--- config.mk ---
export PLATFORM = sky130hd
export DESIGN_NAME = laser_vga_arbiter
export DESIGN_NICKNAME = d
export VERILOG_FILES = /design/src/rtl/laser_vga_arbiter.sv
export SDC_FILE = /design/constraint.sdc
export NUM_CORES = 1
export LEC_CHECK = 0
export BUFFER_PORTS_ARGS = -buffer_cell sky130_fd_sc_hd__buf_2
export CORE_MARGIN = 2
export CORE_UTILIZATION = 47
export DETAILED_ROUTE_END_ITERATION = 8
export PLACE_DENSITY = 0.88
export SKIP_CTS_REPAIR_TIMING = 1
export SKIP_LAST_GASP = 1
export SYNTH_ARGS = -nofsm -noshare
export SYNTH_HDL_FRONTEND = slang
export SYNTH_SLANG_ARGS = --single-unit
--- constraint.sdc ---
create_clock -name clk -period 3.2 [get_ports clk]
set_input_delay 0.64 -clock clk [delete_from_list [all_inputs] [get_ports clk]]
set_output_delay 0.64 -clock clk [all_outputs]
set_load 0.01 [all_outputs]
--- src/rtl/laser_vga_arbiter.sv ---
// rtl/laser_vga_arbiter.sv - round-robin arbiter sharing one VGA plot port among N laser datapaths
// Grants one tower per bounded burst, registers its pixels onto the plot port, then rotates priority.
module laser_vga_arbiter #(
  parameter int N         = 4,
  parameter int MAX_BURST = 21
) (
  input  logic              clk,
  input  logic              reset,
  input  logic [N-1:0]      req,
  input  logic [N-1:0]      last,
  input  logic [15*N-1:0]   coords_in,
  input  logic [9*N-1:0]    colour_in,
  output logic [N-1:0]      gnt,
  output logic [N-1:0]      ack,
  output logic [7:0]        vga_x,
  output logic [6:0]        vga_y,
  output logic [8:0]        vga_colour,
  output logic              vga_plot,
  output logic              busy
);

  localparam int IW = (N > 1) ? $clog2(N) : 1;

  typedef enum logic {S_IDLE, S_BURST} state_t;

  state_t        state_q, state_d;
  logic [IW-1:0] owner_q, owner_d;
  logic [IW-1:0] ptr_q, ptr_d;
  logic [4:0]    cnt_q, cnt_d;
  logic [7:0]    vga_x_q, vga_x_d;
  logic [6:0]    vga_y_q, vga_y_d;
  logic [8:0]    vga_colour_q, vga_colour_d;
  logic          vga_plot_q, vga_plot_d;

  logic [IW-1:0] pick_idx, cand, owner_inc;
  logic          pick_valid;
  int            j;
  logic [14:0]   sel_coords;
  logic [8:0]    sel_colour;
  logic          sel_req, sel_last;
  logic [4:0]    cnt_inc;

  // Scan from the highest offset down so the candidate nearest ptr is written last and wins.
  always_comb begin
    pick_valid = 1'b0;
    pick_idx   = '0;
    j          = 0;
    cand       = '0;
    for (int i = N - 1; i >= 0; i--) begin
      j = int'(ptr_q) + i;
      if (j >= N) j = j - N;
      cand = IW'(j);
      if (req[cand]) begin
        pick_valid = 1'b1;
        pick_idx   = cand;
      end
    end
  end

  always_comb begin
    sel_coords = '0;
    sel_colour = '0;
    sel_req    = 1'b0;
    sel_last   = 1'b0;
    for (int i = 0; i < N; i++) begin
      if (owner_q == IW'(i)) begin
        sel_coords = coords_in[15*i +: 15];
        sel_colour = colour_in[9*i +: 9];
        sel_req    = req[i];
        sel_last   = last[i];
      end
    end
  end

  assign owner_inc = (owner_q == IW'(N - 1)) ? '0 : owner_q + 1'b1;
  assign cnt_inc   = cnt_q + 5'd1;

  always_comb begin
    state_d      = state_q;
    owner_d      = owner_q;
    ptr_d        = ptr_q;
    cnt_d        = cnt_q;
    vga_x_d      = vga_x_q;
    vga_y_d      = vga_y_q;
    vga_colour_d = vga_colour_q;
    vga_plot_d   = 1'b0;
    gnt          = '0;
    ack          = '0;
    case (state_q)
      S_IDLE: begin
        if (pick_valid) begin
          owner_d = pick_idx;
          cnt_d   = '0;
          state_d = S_BURST;
        end
      end
      S_BURST: begin
        gnt[owner_q] = 1'b1;
        ack[owner_q] = sel_req;
        if (sel_req) begin
          vga_plot_d   = 1'b1;
          vga_x_d      = sel_coords[14:7];
          vga_y_d      = sel_coords[6:0];
          vga_colour_d = sel_colour;
          cnt_d        = cnt_inc;
          if (sel_last || (cnt_inc == 5'(MAX_BURST))) begin
            ptr_d   = owner_inc;
            state_d = S_IDLE;
          end
        end else begin
          // Requester went away: end the burst without accepting a pixel; last is ignored.
          ptr_d   = owner_inc;
          state_d = S_IDLE;
        end
      end
      default: state_d = S_IDLE;
    endcase
  end

  always_ff @(posedge clk) begin
    if (reset) begin
      state_q      <= S_IDLE;
      owner_q      <= '0;
      ptr_q        <= '0;
      cnt_q        <= '0;
      vga_x_q      <= '0;
      vga_y_q      <= '0;
      vga_colour_q <= '0;
      vga_plot_q   <= 1'b0;
    end else begin
      state_q      <= state_d;
      owner_q      <= owner_d;
      ptr_q        <= ptr_d;
      cnt_q        <= cnt_d;
      vga_x_q      <= vga_x_d;
      vga_y_q      <= vga_y_d;
      vga_colour_q <= vga_colour_d;
      vga_plot_q   <= vga_plot_d;
    end
  end

  assign busy       = (state_q == S_BURST);
  assign vga_x      = vga_x_q;
  assign vga_y      = vga_y_q;
  assign vga_colour = vga_colour_q;
  assign vga_plot   = vga_plot_q;

endmodule

Yosys cells after proc, flatten, opt, wreduce, memory -nomap -nowiden
Cells that the tools add are included.
{"block": "totals", "register_bits": 35, "input_bits": 106}
{"block": "op_classes", "addsub": 9, "magnitude_cmp": 10, "n_eq_ne": 7, "mux": 51, "bitwise_logic": 2, "n_reduce_logical": 8}
{"cell": "15-bit two-way mux", "count": 4}
{"cell": "9-bit two-way mux", "count": 4}
{"cell": "2-bit two-way mux", "count": 11}
{"cell": "1-bit two-way mux", "count": 21}
{"cell": "2-bit by 3-bit < comparator with 1-bit output (second input constant)", "count": 5}
{"cell": "5-bit two-way mux", "count": 2}
{"cell": "5-bit case mux with 2 select lines", "count": 1}
{"cell": "3-bit >= comparator (second input constant)", "count": 3}
{"cell": "1-bit binary-select mux with 2-bit select", "count": 4}
{"cell": "4-bit two-way mux", "count": 2}
{"cell": "2-bit AND reduction", "count": 4}
{"cell": "2-bit by 1-bit subtractor with 2-bit output (second input constant)", "count": 4}
{"cell": "2-bit by 2-bit adder with 3-bit output (second input constant)", "count": 2}
{"cell": "5-bit by 1-bit adder with 5-bit output (second input constant)", "count": 1}
{"cell": "5-bit equality test (second input constant)", "count": 1}
{"cell": "4-bit bitwise AND", "count": 1}
{"cell": "2-bit equality test (second input constant)", "count": 2}
{"cell": "2-bit by 1-bit != test with 1-bit output (second input constant)", "count": 2}
{"cell": "2-bit by 1-bit adder with 3-bit output (second input constant)", "count": 1}
{"cell": "2-bit by 3-bit >= comparator with 1-bit output (second input constant)", "count": 1}
{"cell": "2-bit by 1-bit adder with 2-bit output (second input constant)", "count": 1}
{"cell": "1-bit demux with 2-bit select", "count": 1}
{"cell": "2-bit by 1-bit equality test with 1-bit output (second input constant)", "count": 1}
{"cell": "2-bit by 1-bit >= comparator with 1-bit output (second input constant)", "count": 1}
{"cell": "other kinds (7)", "count": 7}

Logic depth before layout (Yosys ltp)
Gate-level depths: netlist (run 1).
{"block": "logic_depth", "word_depth": 11, "mapped_depth": 10}

Worst setup path before layout (run 1)
Ideal clock, no wire load.
{"block": "synth_path", "path_kind": "register -> output", "startpoint": "reg owner_q[0]", "endpoint": "out ack[0]", "arrival_time_ps": 1741, "required_ps": 2560, "setup_slack_ps": 819, "path_stages_with_launch": 8, "n_path_buf": 2, "cell_sequence": "dfxtp_1 -> inv_1 -> ha_1 -> buf_2 -> nor3b_2 -> a2111oi_4 -> clkbuf_1 -> and2_1"}
{"block": "synth_via", "elab_chain_len": 7, "elab_cells_between_ends": 15, "cone_classes": "order compare: 2; eq/ne: 3; mux: 7; bitwise: 1; reduce/logical: 2"}
{"element": "start: declaration", "line_no": "27", "source": "logic [IW-1:0] owner_q, owner_d;"}
{"element": "start signal: assignment", "line_no": "132", "source": "owner_q <= owner_d;"}
{"element": "parallel branches: the longest is 5 deep, another holds 2-bit by 3-bit < comparator with 1-bit output"}
{"element": "4-bit bitwise AND (no source line) *"}
{"element": "4-bit two-way mux *", "line_no": "89", "source": "case (state_q)"}
{"element": "end: declaration", "line_no": "14", "source": "output logic [N-1:0] ack,"}
Mark *: on every way between the ends.

Worst setup path after layout (run 1)
{"block": "layout_path", "startpoint": "reg owner_q[1]", "endpoint": "out ack[2]"}
Same word-level chain as after synthesis.

==> results.toml, run 1 <==
[drt]
ant_nets = 0
dr.pass1.iters = 5
drt-initial-drc-count = 208
drc = 0
routed_wl_um = 6710
wl_per_cell_um = 13.7
vias_per_cell = 5.53
dr_total_vias = 2713

[min_path]
hold_class = "reg -> reg"
holdCritStartpoint = "vga_x[2]"
whs_endpoint = "vga_x[2]"
hold_depth = 2

[clock_network]
cts_sinks = 35
cts.path.max_buffers = 2
cts_tree = "built"
numCtsBuffers = 5
clk_pin_slew_ns = 0.06
insertion_delay_ns = 0.28
cts_root_buffer = "clkbuf_8"
h-tree-depth = 2

[sta]
finalSetupViolations = 0
hold_slack_ns = 0.490
finalMaxSlewViolations = 0
setup_tns_ns = 0
max_freq_mhz = 367
hold_viol = 0
worstMarginPinSlew_ns = 0.977
fin_crit_ns = 2.72
slew-limit-headroom_pct = 34.6
timing.final.crit_share_pct = 85.1
rsz0062_at_grt = "false"
clock_skew_ns = 0.00545

[floorplan]
ios = 140
die-area_sq_um = 5440
die_h_um = 73.8
die_w_um = 73.8
rows = 25
coreArea_sq_um = 4720
initial_utilization_pct = 48.5

[global_route]
grt-ovfl-total = 0
grt.met1_usage_pct = 29.0
gr-usage-met3_pct = 6.31
grt_pass1_vias = 2504
use_met2_pct = 43.6
grt_pass1_wl_um = 10700
track_usage_pct = 24.6
grt_antenna_before_repair = 0
grt_busiest_layer = "met2"
grt_max_degree = 38

[yosys]
syn_nets = 410
synth_top_area_share_pct = 30.6
synth-seq-cells = 35
ys_warn_count = 0
synth_edf_count = 0
yosysMostFrequentCell = "nor3_1"
synthFlopType = "dfxtp_1"
synth_cell_types = 37
synth_commonest_cells = "49 x nor3_1, 35 x dfxtp_1, 35 x nor2_1"
synth-seq-area-share_pct = 30.6
syn_area_sq_um = 2290
synthArstFlopShare_pct = 0
syn_avg_cell_area_sq_um = 7.68
synth_area_leaders = "dfxtp_1 31%, nor3_1 11%, a221oi_1 8.8%"
netlist_instances = 298
synth_top_cell_by_area = "dfxtp_1"

[critical_path]
reg2reg_to = "vga_x[6]"
r2r_slack_ns = 0.64
rr_startpoint = "owner_q[1]"
critPathKind = "reg -> out"
critPathCaptureType = "output port"
crit_fanout = 17
arrival_ns = 2.08
setup.worst_path.start_class = "flop"
worstSetupStartpoint = "owner_q[1]"
r2r_cells = 8
crit_required_ns = 2.56

[finish]
drive_gt1_share_pct = 37.7
area_growth_pct = 35.8
nFillCells = 443
fin_area_sq_um = 3110
fin_util_pct = 65.8
diodes = 0
final-seq-area_sq_um = 701
final_cell_count_no_fill = 491
multi_input_area_sq_um = 1440
finalNetCount = 535

[placed_design]
place_area_sq_um = 3010
hpwl_um = 5020
gp_congestion = 0.889
placed_cells = 483
portBuffers = 139

[run_status]
status = "complete, no violations"

[flow_run]
drv_cap = 0

[power_and_ir_drop]
irDropWorstVdd_mv = 0.220
p_leak_nw = 1.41
p_per_area_nw_per_um2 = 420
how the worst max path moves through the flow:
stage / end / slack (ns) / cells past startpoint
CTS: ack[2] / 0.47 / 7
global placement: vga_x[6] / 0.78 / 7
detailed placement: vga_x[6] / 0.69 / 8
finish: ack[2] / 0.48 / 7
floorplan: ack[0] / 0.82 / 7
global route: ack[0] / 0.33 / 6
layout make-up:
class                      count  area share (%)
clock buffer                   8            3.22
inverter                       8           0.967
sequential                    35            22.6
multi-input combinational    227            46.5
timing repair buffer         146            24.1
tap                           67            2.70
placed cells by master (no fill, tap or decap), types with 2 or more instances in the layout:
cell type / n
a211oi_1: 26
a21oi_1: 16
a221oi_1: 23
a31oi_1: 4
and2_1: 8
buf_2: 139
buf_4: 7
clkbuf_8: 7
dfxtp_1: 35
ha_1: 5
inv_1: 8
mux2i_1: 2
nand2_1: 4
nand2b_1: 5
nand3_1: 3
nor2_1: 35
nor2b_1: 24
nor3_1: 49
o21a_1: 2
o21ai_0: 4
flip-flops by register name, indices dropped and copies added, names as in the netlist:
name	flops
cnt_q	5
vga_colour	9
busy	1
owner_q	2
vga_plot	1
ptr_q	2
vga_y	7
vga_x	8
layer usage:
metal	part of all wire, %	vias to the layer above
li1	-	1353
met1	42	1245
met2	50	111
met3	6.5	4
met4	0.69	0
met5	0	-
through the flow:
stage | worst slack, ns | power (W)
global placement | 0.785 | 0.000957
floorplan | 0.819 | 0.000805
global route | 0.327 | 0.00139
detailed placement | 0.686 | 0.000966
finish | 0.476 | 0.00130
CTS | 0.468 | 0.00131
cell families (layout without fill, tap and decap cells):
group | Yosys count | after routing | share of synthesized area [%]
mux | 3 | 3 | 1.37
buf+inv | 36 | 162 | 6.51
fa+ha+maj | 6 | 6 | 3.28
compound gates | 81 | 81 | 26.8
simple gates | 137 | 137 | 31.4
flops | 35 | 35 | 30.6
report_power, final:
part           total, W  switching [W]  internal [W]
Combinational  0.000451       0.000246      0.000206
Clock          0.000345       0.000148      0.000196
Sequential     0.000508      0.0000282      0.000480
Total           0.00130       0.000422      0.000882
critical path: stages, from the launching register on:
cell and delay (ns):
dfxtp_1 0.38, inv_1 0.08, ha_1 0.21, buf_4 0.21
nand3b_4 0.19, a2111oi_4 0.42, and2_1 0.20, buf_2 0.13
(Power assumes the default switching activity.)
==> run 2, diff against run 1 <==
--- a/config.mk
+++ b/config.mk
@@ -6,12 +6,15 @@
 export NUM_CORES = 1
 export LEC_CHECK = 0
 export BUFFER_PORTS_ARGS = -buffer_cell sky130_fd_sc_hd__buf_2
+export CELL_PAD_IN_SITES_DETAIL_PLACEMENT = 1
+export CELL_PAD_IN_SITES_GLOBAL_PLACEMENT = 1
 export CORE_MARGIN = 2
-export CORE_UTILIZATION = 47
+export CORE_UTILIZATION = 32
 export DETAILED_ROUTE_END_ITERATION = 8
-export PLACE_DENSITY = 0.88
+export PLACE_DENSITY = 0.89
 export SKIP_CTS_REPAIR_TIMING = 1
 export SKIP_LAST_GASP = 1
+export SLEW_MARGIN = 20
 export SYNTH_ARGS = -nofsm -noshare
 export SYNTH_HDL_FRONTEND = slang
 export SYNTH_SLANG_ARGS = --single-unit
==> run 2 against run 1 <==
Final cell count rose by 6.3%. Largest cell class unchanged. Count of clock-buffer cells in the layout shrank 2. Setup slack got worse by 0.12 ns. Critical path type unchanged. Sequential share of layout area fell by 0.26 points. Clock skew down 0.0034 ns. Via count decreased by 1.1%.
==> results.toml, run 2 (synthesis results as in run 1) <==
[placed_design]
gp_congestion = 0.857
dpl_worst_slack_ns = 0.619
hpwl_um = 6200
portBuffers = 139

[min_path]
hold_class = "reg -> reg"
hold_depth = 2

[sta]
clock_skew_ns = 0.00200
timing.final.crit_share_pct = 88.9
hold_viol = 0
max_freq_mhz = 352
fin_crit_ns = 2.84
slew-limit-headroom_pct = 54.7
finalSetupViolations = 0
worstMarginPinSlew_ns = 0.680
hold_slack_ns = 0.491
setup_tns_ns = 0
rsz0062_at_grt = "false"
finalMaxSlewViolations = 0
setup_ws_ns = 0.356

[clock_network]
cts.path.max_buffers = 2
numCtsBuffers = 5
cts_root_buffer = "clkbuf_8"
clk_pin_slew_ns = 0.07
h-tree-depth = 2
cts_tree = "built"
cts_sinks = 35
insertion_delay_ns = 0.28

[power_and_ir_drop]
intPower_w = 0.000842
irDropWorstVdd_mv = 0.165
pwr-share-seq_pct = 39.6
design_power_total_w = 0.00128
switchingPower_w = 0.000442
p_sw_share_pct = 34.4
p_leak_nw = 1.41
p_clk_share_pct = 23.9
p_per_area_nw_per_um2 = 409
comb_power_share_pct = 36.5

[finish]
nFillCells = 870
drive_gt1_share_pct = 38.0
final_cell_mix = "139 x buf_2, 49 x nor3_1, 35 x nor2_1, 35 x dfxtp_1, 26 x a211oi_1"
finalNetCount = 537
multi_input_area_sq_um = 1440
layout_commonest_cell = "buf_2"
diodes = 0
final-seq-area_sq_um = 701
area_growth_pct = 37.3
largest_reg_flops = 9

[drt]
drt-initial-drc-count = 88
routed_wl_um = 7930
dr_total_vias = 2682
wl_per_cell_um = 15.2
ant_nets = 0
dr.pass1.iters = 4
vias_per_cell = 5.14
drc = 0

[critical_path]
arrival_ns = 2.20
crit_fanout = 34
critPathCaptureType = "output port"
critPathKind = "reg -> out"
crit_required_ns = 2.56
r2r_cells = 8
setup.worst_path.start_class = "flop"

[floorplan]
die_w_um = 88.6
coreArea_sq_um = 6870
rows = 30
die-area_sq_um = 7840
ios = 140
die_h_um = 88.6
initial_utilization_pct = 33.3

[global_route]
grt_pass1_wl_um = 12800
grt_antenna_before_repair = 0
grt-ovfl-total = 0
grt_pass1_vias = 2702
grt_max_degree = 38
track_usage_pct = 20.4

[flow_run]
drv_cap = 0

[run_status]
status = "complete, no violations"
==> run 2: critical path, cell delays in order, from the launching register on <==
cell and delay [ns]:
dfxtp_1 0.38, inv_1 0.09, ha_1 0.26, nand3b_4 0.21, a2111oi_4 0.29, buf_4 0.39
and2_1 0.18, buf_2 0.12
==> run 2: final timing paths <==
check / end / startpoint / slack, ns
max reg2reg: vga_x[6] / owner_q[1] / 0.79
min: vga_colour[7] / vga_colour[7] / 0.49
min reg2reg: vga_colour[7] / vga_colour[7] / 0.49
max: ack[1] / owner_q[1] / 0.36
==> run 2: per-stage QoR <==
step	std cells	utilization [%]	instance area (sq um)
after global placement	514	44.5	3060
final	522	45.8	3140
after detailed placement	514	44.5	3060
after CTS	522	45.8	3140
after floorplan	298	-	2290
after global routing	522	45.8	3140
==> run 2: cell type report <==
type	instances	share of cell area [%]
Inverter	8	0.955
Tap cell	96	3.82
Multi-Input combinational cell	227	45.9
Clock buffer	6	2.31
Sequential cell	35	22.3
Clock inverter	2	0.398
Timing Repair Buffer	148	24.3
==> run 2: power groups by stage <==
stage	Combinational [W]	Sequential, W	Clock, W
2_1_floorplan	0.000275	0.000531	0
3_3_place_gp	0.000455	0.000516	0
3_5_place_dp	0.000473	0.000518	0
4_1_cts	0.000475	0.000509	0.000318
5_1_grt	0.000530	0.000514	0.000334
6_report	0.000469	0.000508	0.000307
==> run 2: metal layers <==
metal  vias up  routed length [um]  GRT usage (%)
met5         -                   0              0
met4         0                 102           3.86
met3         8                 514           5.04
met2        87                3970           36.0
met1      1237                3350           25.3
li1       1350                   -              -
